File: src/rtl/xorshift_dice_gen.sv
// Electronic die: a free-running xorshift PRNG, stepped on a divided tick, feeds a
// rejection-sampled digit to a 7-segment decoder, with an optional roll/spin/show sequence.
module xorshift_dice_gen #(
  parameter int STATE_W    = 32,
  parameter int SH_A       = 13,
  parameter int SH_B       = 17,
  parameter int SH_C       = 5,
  parameter int MAX_COUNT  = 1000,
  parameter int SEED_W     = 6,
  parameter int RANGE      = 16,
  parameter int OFFSET     = 0,
  parameter int SPIN_TICKS = 8
) (
  input  logic              clk,
  input  logic              reset,
  input  logic [SEED_W-1:0] seed,
  input  logic              load,
  input  logic              mode,
  input  logic              roll,
  output logic [3:0]        digit,
  output logic [6:0]        segments,
  output logic              busy,
  output logic              valid
);

  typedef enum logic [1:0] {IDLE, SPIN, SHOW} fsm_t;

  localparam int CNT_W = $clog2(MAX_COUNT + 1);
  localparam int SPC_W = $clog2(SPIN_TICKS + 1);
  localparam logic [CNT_W-1:0] CNT_MAX   = CNT_W'(MAX_COUNT);
  localparam logic [SPC_W-1:0] SPIN_LAST = SPC_W'(SPIN_TICKS - 1);
  localparam logic [4:0]       RANGE_V   = 5'(RANGE);
  localparam logic [3:0]       OFFSET_V  = 4'(OFFSET);

  fsm_t               fsm, fsm_nxt;
  logic [STATE_W-1:0] state, state_next, seed_ext, seed_safe;
  logic [CNT_W-1:0]   tick_cnt;
  logic [SPC_W-1:0]   spin_cnt;
  logic               tick, step_en, accept, spin_clr;

  // NOTE: blocking assignments are correct here -- each line consumes the previous
  // line's result within the same evaluation, which is what the step requires.
  function automatic logic [STATE_W-1:0] xs_step(input logic [STATE_W-1:0] x);
    logic [STATE_W-1:0] t;
    t = x ^ (x << SH_A);
    t = t ^ (t >> SH_B);
    t = t ^ (t << SH_C);
    return t;
  endfunction

  // An all-zero state is a fixed point of xorshift, so it is replaced by 1.
  assign seed_ext   = STATE_W'(seed);
  assign seed_safe  = (seed_ext == '0) ? STATE_W'(1) : seed_ext;
  assign tick       = (tick_cnt == CNT_MAX);
  assign state_next = xs_step(state);
  assign step_en    = tick && (!mode || fsm == SPIN);
  assign accept     = ({1'b0, state_next[3:0]} < RANGE_V);
  assign busy       = mode && (fsm == SPIN);
  assign valid      = mode && (fsm == SHOW);

  always_ff @(posedge clk) begin
    if (reset) fsm <= IDLE;
    else       fsm <= fsm_nxt;
  end

  // NOTE: every output of this block gets a default first so no path leaves a latch.
  always_comb begin
    fsm_nxt  = fsm;
    spin_clr = 1'b0;
    if (load || !mode) begin
      fsm_nxt = IDLE;
    end else begin
      case (fsm)
        IDLE: if (roll) begin
          fsm_nxt  = SPIN;
          spin_clr = 1'b1;
        end
        SPIN: if (tick && spin_cnt == SPIN_LAST) fsm_nxt = SHOW;
        SHOW: if (roll) begin
          fsm_nxt  = SPIN;
          spin_clr = 1'b1;
        end
        default: fsm_nxt = IDLE;
      endcase
    end
  end

  always_ff @(posedge clk) begin
    if (reset) begin
      state    <= seed_safe;
      tick_cnt <= '0;
      spin_cnt <= '0;
      digit    <= OFFSET_V;
    end else if (load) begin
      state    <= seed_safe;
      tick_cnt <= '0;
      spin_cnt <= '0;
    end else begin
      tick_cnt <= tick ? '0 : tick_cnt + 1'b1;
      if (spin_clr)                 spin_cnt <= '0;
      else if (fsm == SPIN && tick) spin_cnt <= spin_cnt + 1'b1;
      // Out-of-range candidates are dropped so the accepted values stay uniform.
      if (step_en) begin
        state <= state_next;
        if (accept) digit <= state_next[3:0] + OFFSET_V;
      end
    end
  end

  always_comb begin
    segments = 7'b0000000;
    case (digit)
      4'h0: segments = 7'b0111111;
      4'h1: segments = 7'b0000110;
      4'h2: segments = 7'b1011011;
      4'h3: segments = 7'b1001111;
      4'h4: segments = 7'b1100110;
      4'h5: segments = 7'b1101101;
      4'h6: segments = 7'b1111101;
      4'h7: segments = 7'b0000111;
      4'h8: segments = 7'b1111111;
      4'h9: segments = 7'b1101111;
      4'hA: segments = 7'b1110111;
      4'hB: segments = 7'b1111100;
      4'hC: segments = 7'b0111001;
      4'hD: segments = 7'b1011110;
      4'hE: segments = 7'b1111001;
      4'hF: segments = 7'b1110001;
      default: segments = 7'b0000000;
    endcase
  end

endmodule
File: config.mk
export PLATFORM = sky130hd
export DESIGN_NAME = xorshift_dice_gen
export DESIGN_NICKNAME = d
export VERILOG_FILES = /design/src/rtl/xorshift_dice_gen.sv
export SDC_FILE = /design/constraint.sdc
export NUM_CORES = 1
export LEC_CHECK = 0
export CORE_UTILIZATION = 55
export DETAILED_ROUTE_END_ITERATION = 16
export DONT_BUFFER_PORTS = 1
export MAX_ROUTING_LAYER = met4
export PLACE_DENSITY = 0.68
export SETUP_SLACK_MARGIN = 0.02
export SLEW_MARGIN = 10
export SYNTH_ARGS = -nofsm -noshare
export SYNTH_HDL_FRONTEND = slang
export SYNTH_SLANG_ARGS = --single-unit
File: constraint.sdc
create_clock -name clk -period 5.1 [get_ports clk]
set_clock_uncertainty 0.05 [all_clocks]
set_input_delay 1.02 -clock clk [delete_from_list [all_inputs] [get_ports clk]]
set_output_delay 1.02 -clock clk [all_outputs]
set_load 0.01 [all_outputs]
Word level (Yosys, flattened, before mapping):

Memories as Yosys holds them, arrays and structs flattened. A register that Yosys moved wholly into a read port is not among the register bits.
Index checks and enable logic that the tools add are counted.

* add/subtract/negate cells: 2
* $mul: 0
* div/mod/pow operators: 0
* $lt $le $gt $ge: 0
* eq/ne operators: 6
* shift-type cells: 0
* muxes and demuxes: 12
* bitwise operators: 4
* reduce and logical (&&, ||, !) cells: 17

Operators with widths (count)
* $mux 32: 3
* $xor 32x32->32: 2
* $logic_not 32->1: 1
* $xor 32x15->32: 1
* $add 10x1->10 const B: 1
* $eq 10x10->1 const B: 1
* $mux 4: 2
* $mux 6: 1
* $reduce_or 3->1: 2
* $logic_and 1x1->1: 5
* $add 4x1->4 const B: 1
* $eq 4x3->1 const B: 1
* $mux 2: 2
* $ne 2x1->1 const B: 2
* $pmux 2 s2: 1
* $reduce_and 2->1: 2
* $reduce_or 2->1: 2
* $mux 1: 3
* $reduce_bool 3->1: 1
* $eq 2x1->1 const B: 1
* $eq 2x2->1 const B: 1
* $logic_not 2->1: 1
* $logic_or 1x1->1: 2
* $logic_not 1->1: 1
* $not 1->1: 1

* register bits after elaboration: 52
* bits in latches: 0
* memory bits (writable): 0
* memory bits (read-only): 112
* output and inout port bits: 13
* memories: 1

Memory list
* (name not given): depth 16, width 7, rd ports 1, clocked after memory_dff 1, write ports 0, RTL line 112 `case (digit)`

Depth between registers and ports, before layout:

* depth after elaboration: 6
* depth in mapped cells: 12
* depth with buffers taken out: 12

Worst setup path before layout:

OpenSTA, ideal clock, no wires.

* kind: input to register
* start point: input port load
* end point: register segments[3] (netlist name)
* arrival time: 3.042 ns
* data required time: 4.923 ns
* setup slack: 1.881 ns
* stages on the path: 9
* path buffers: 0
* cell sequence: nand4bb_1 -> a2111oi_4 -> mux2_2 -> nor2_1 -> inv_1 -> ha_1 -> o21bai_1 -> o22ai_1 -> mux2i_1

* cells in the longest elaborated chain, start to end: 4

RTL lines
* start: declaration: RTL line 17 `input logic load,`
* $not 1->1 (no line)
* $reduce_and 2->1 (no line)
* $mux 4 (no line) (2 in a row)

Every way passes these cells.
A chain may end at the register's enable or synchronous reset.

Worst setup path in the final report:

* start point: input port load
* end point: register segments[3] (netlist name)

* cells in the longest elaborated chain, start to end: 4

RTL lines
* $not 1->1 (no line)
* $reduce_and 2->1 (no line)
* $mux 4 (no line) (2 in a row)

Every way passes these cells.

==> impl_metrics.toml <==
[routing]
ant_nets = 0
firstDrtPassIters = 4
drt_iter0_markers = 94
post-route-drc-count = 0
drt-wirelength-per-cell_um = 15.1
drt-vias-per-instance = 5.32
drt_wl_total_um = 5800
vias = 2041

[worst_setup_path]
cp-start-kind = "input pin"
cp.arrival_ns = 3.35
critPathRequiredTime_ns = 5.26
cpPeakStageDelay_ns = 0.52
r2r_end = "segments[3]$_DFF_P_"
slowest_stage = "a2111oi_4"
worst-path-buf-inv = 1
crit_fanout = 9
worstSetupPathType = "in -> reg"
reg2reg_depth = 11
crit_chain = "nand4bb_1 -> a2111oi_4 -> mux2_2 -> nor2_1 -> inv_1 -> ha_1 -> o21bai_1 -> o22ai_1 -> mux2i_1"
path_delay_family = "compound AO/OA/AOI/OAI gates"
r2r_setup_slack_ns = 2.04
reg2reg_from = "tick_cnt[0]$_SDFF_PP0_"
worstSetupEndpointType = "flop"

[synth]
synth_top_family_by_area = "XOR/XNOR gates"
yosysWarnings = 0
netlist.area_leader.share = 0.301
synth_area_um2 = 3190
seq_area_frac_synth = 0.470
syn_inst = 302
syn_area_per_cell_um2 = 10.6
synthAdderAreaFrac = 0.0392
synth_edf_count = 32
synth_xor_area_frac = 0.209
synth-seq-cells = 59
synth_fp_nets = 323
async_flop_share = 0
ys_types = 48
synthMuxAreaShare = 0.0337
synth_compound_area_frac = 0.0631
yosys.area_share.simple = 0.162
ys.flop_type = "edfxtp_1"
yosysTopAreaCell = "edfxtp_1"
synth_area_leaders = "edfxtp_1 (30%), dfxtp_1 (17%), xnor2_1 (15%)"

[timing]
hold_viol_final = 0
fin_crit_ns = 3.19
tightest_slew_ns = 1.04
max_slew_margin = 0.288
setup_viol = 0
setup-tns-final_ns = 0
final_max_slew_viol_count = 0
clock.fmax_ghz = 0.314
rsz0062_at_grt = "false"
finalCritPeriodShare = 0.625

[clocking]
cts.sinks = 59
cts.path.max_buffers = 2
hold_buffers = 0
root_buffer = "clkbuf_8"
postCtsResizedCells = 0
cts_max_level = 3
cts_tree = "built"
cts_made_buffers = 9
clkLatencyLatePin_ns = 0.34
clk_pin_slew_ns = 0.07
cts_setup_buffers = 0

[placed_design]
place_congestion = 0.834
hpwl_um = 4090
portBuffers = 0

[power]
leakage_uw = 0.00122
p_per_area_nw_per_um2 = 564
fin_total_pwr_uw = 1940
max-vdd-ir-drop_v = 0.000243

[hold_path]
hold_end = "tick_cnt[0]$_SDFF_PP0_"
hold_path.startpoint = "tick_cnt[0]$_SDFF_PP0_"
hold_depth = 1
min_path_type = "reg -> reg"

[global_routing]
antenna_found_initial = 0
grt_max_degree = 38
gr-total-overflow = 0
globalRouteTotalUtil = 0.219
grt_pass1_vias = 1993
grt_first_pass_wirelength_um = 9700

[final_layout]
layout-drive-gt1-share = 0.0833
syn2layout_area_growth_pct = 7.60
multiInputGateArea_um2 = 1620
final.fill_count = 469
antenna_cells = 0
regArea_um2 = 1500
layout.nets = 328

[floorplan]
num_io_pins = 24
die_h_um = 78.2
num_rows = 27
core_um2 = 5540
die_w_um = 78.2
dieArea_um2 = 6110
start_util = 0.576

[run_status]
outcome = "complete, no violations"

[job]
drv_cap = 0
[sequential cells by signal, indices dropped and copies added, names as in the netlist]
| register | count |
|---|---|
| digit | 4 |
| segments | 7 |
| tick_cnt | 10 |
| spin_cnt | 4 |
| state | 32 |
| fsm | 2 |
[cells by family after synthesis]
| kind of cell | after synthesis |
|---|---|
| AND/OR/NAND/NOR | 103 |
| XOR/XNOR | 73 |
| flip-flops | 59 |
| AO/OA/AOI/OAI | 28 |
| buffers and inverters | 19 |
| multiplexers | 10 |
| adder cells (fa/ha/maj) | 10 |
[how the worst max path moves through the flow]
stage | start | end | slack, ns | depth (start not counted)
detailed placement | load | segments[3]$_DFF_P_ | 1.57 | 9
CTS | load | segments[3]$_DFF_P_ | 1.93 | 9
finish | load | segments[3]$_DFF_P_ | 1.91 | 9
global route | load | segments[3]$_DFF_P_ | 1.76 | 9
global placement | load | segments[3]$_DFF_P_ | 1.66 | 9
floorplan | load | segments[3]$_DFF_P_ | 1.88 | 9
[synth_stat cells, types with 2 or more instances]
master	number
a21oi_1	7
and3_1	3
clkbuf_1	5
dfxtp_1	27
edfxtp_1	32
ha_1	10
inv_1	12
mux2_2	2
mux2i_1	7
nand2_1	18
nand2b_1	4
nand3_1	4
nand3b_1	3
nand4bb_1	2
nor2_1	49
nor3_1	3
nor3b_1	2
nor4_1	2
o21ai_0	8
o22a_1	2
o22ai_1	2
or2_2	3
xnor2_1	55
xor2_1	16
[cell usage in the layout (no fill, tap or decap), types with 4 or more instances in the layout]
| master | instances |
|---|---|
| nand2b_1 | 4 |
| edfxtp_1 | 32 |
| o21ai_0 | 8 |
| xnor2_1 | 55 |
| nand3_1 | 4 |
| a21oi_1 | 7 |
| inv_1 | 12 |
| mux2i_1 | 7 |
| nand2_1 | 18 |
| clkbuf_8 | 11 |
| ha_1 | 10 |
| xor2_1 | 16 |
| dfxtp_1 | 27 |
| nor2_1 | 49 |
[cell type report]
class,count,share of cell area
Inverter,12,0.0131
Timing Repair Buffer,1,0.00218
Clock buffer,14,0.0473
Multi-Input combinational cell,224,0.471
Sequential cell,59,0.437
Clock inverter,2,0.00291
Tap cell,72,0.0262
[per-layer routing]
layer,GRT usage,share of wire,routed length (um)
met1,0.273,0.48,2770
met2,0.332,0.46,2690
met3,0.0674,0.044,254
met4,0.0852,0.016,90
met5,-,0,0
[where the power goes]
part | switching, uW | leakage, uW | total [uW] | internal [uW]
clock | 178 | 0.0000905 | 379 | 202
combinational | 424 | 0.000566 | 846 | 422
sequential | 74.2 | 0.000566 | 712 | 638
total | 676 | 0.00122 | 1940 | 1260
[stage by stage]
stage | instance area, um^2 | utilization | hold WS (ns) | cells | worst slack (ns)
after floorplan | 3190 | - | 0.388 | 302 | 1.88
after global placement | 3260 | 0.589 | 0.416 | 368 | 1.66
after detailed placement | 3260 | 0.589 | 0.418 | 368 | 1.57
after CTS | 3440 | 0.620 | 0.433 | 384 | 1.93
after global routing | 3440 | 0.620 | 0.473 | 384 | 1.76
final | 3440 | 0.620 | 0.432 | 384 | 1.91
[worst reg2reg max path: stages, from the launching register on]
cell and delay [ns]:
dfxtp_1 0.35, inv_1 0.07, ha_1 0.19, nand4bb_1 0.16, a2111oi_4 0.52, mux2_2 0.42, nor2_1 0.27, inv_1 0.17
ha_1 0.32, o21bai_1 0.15, o22ai_1 0.18, mux2i_1 0.11
Power figures use the tool's default switching activity.
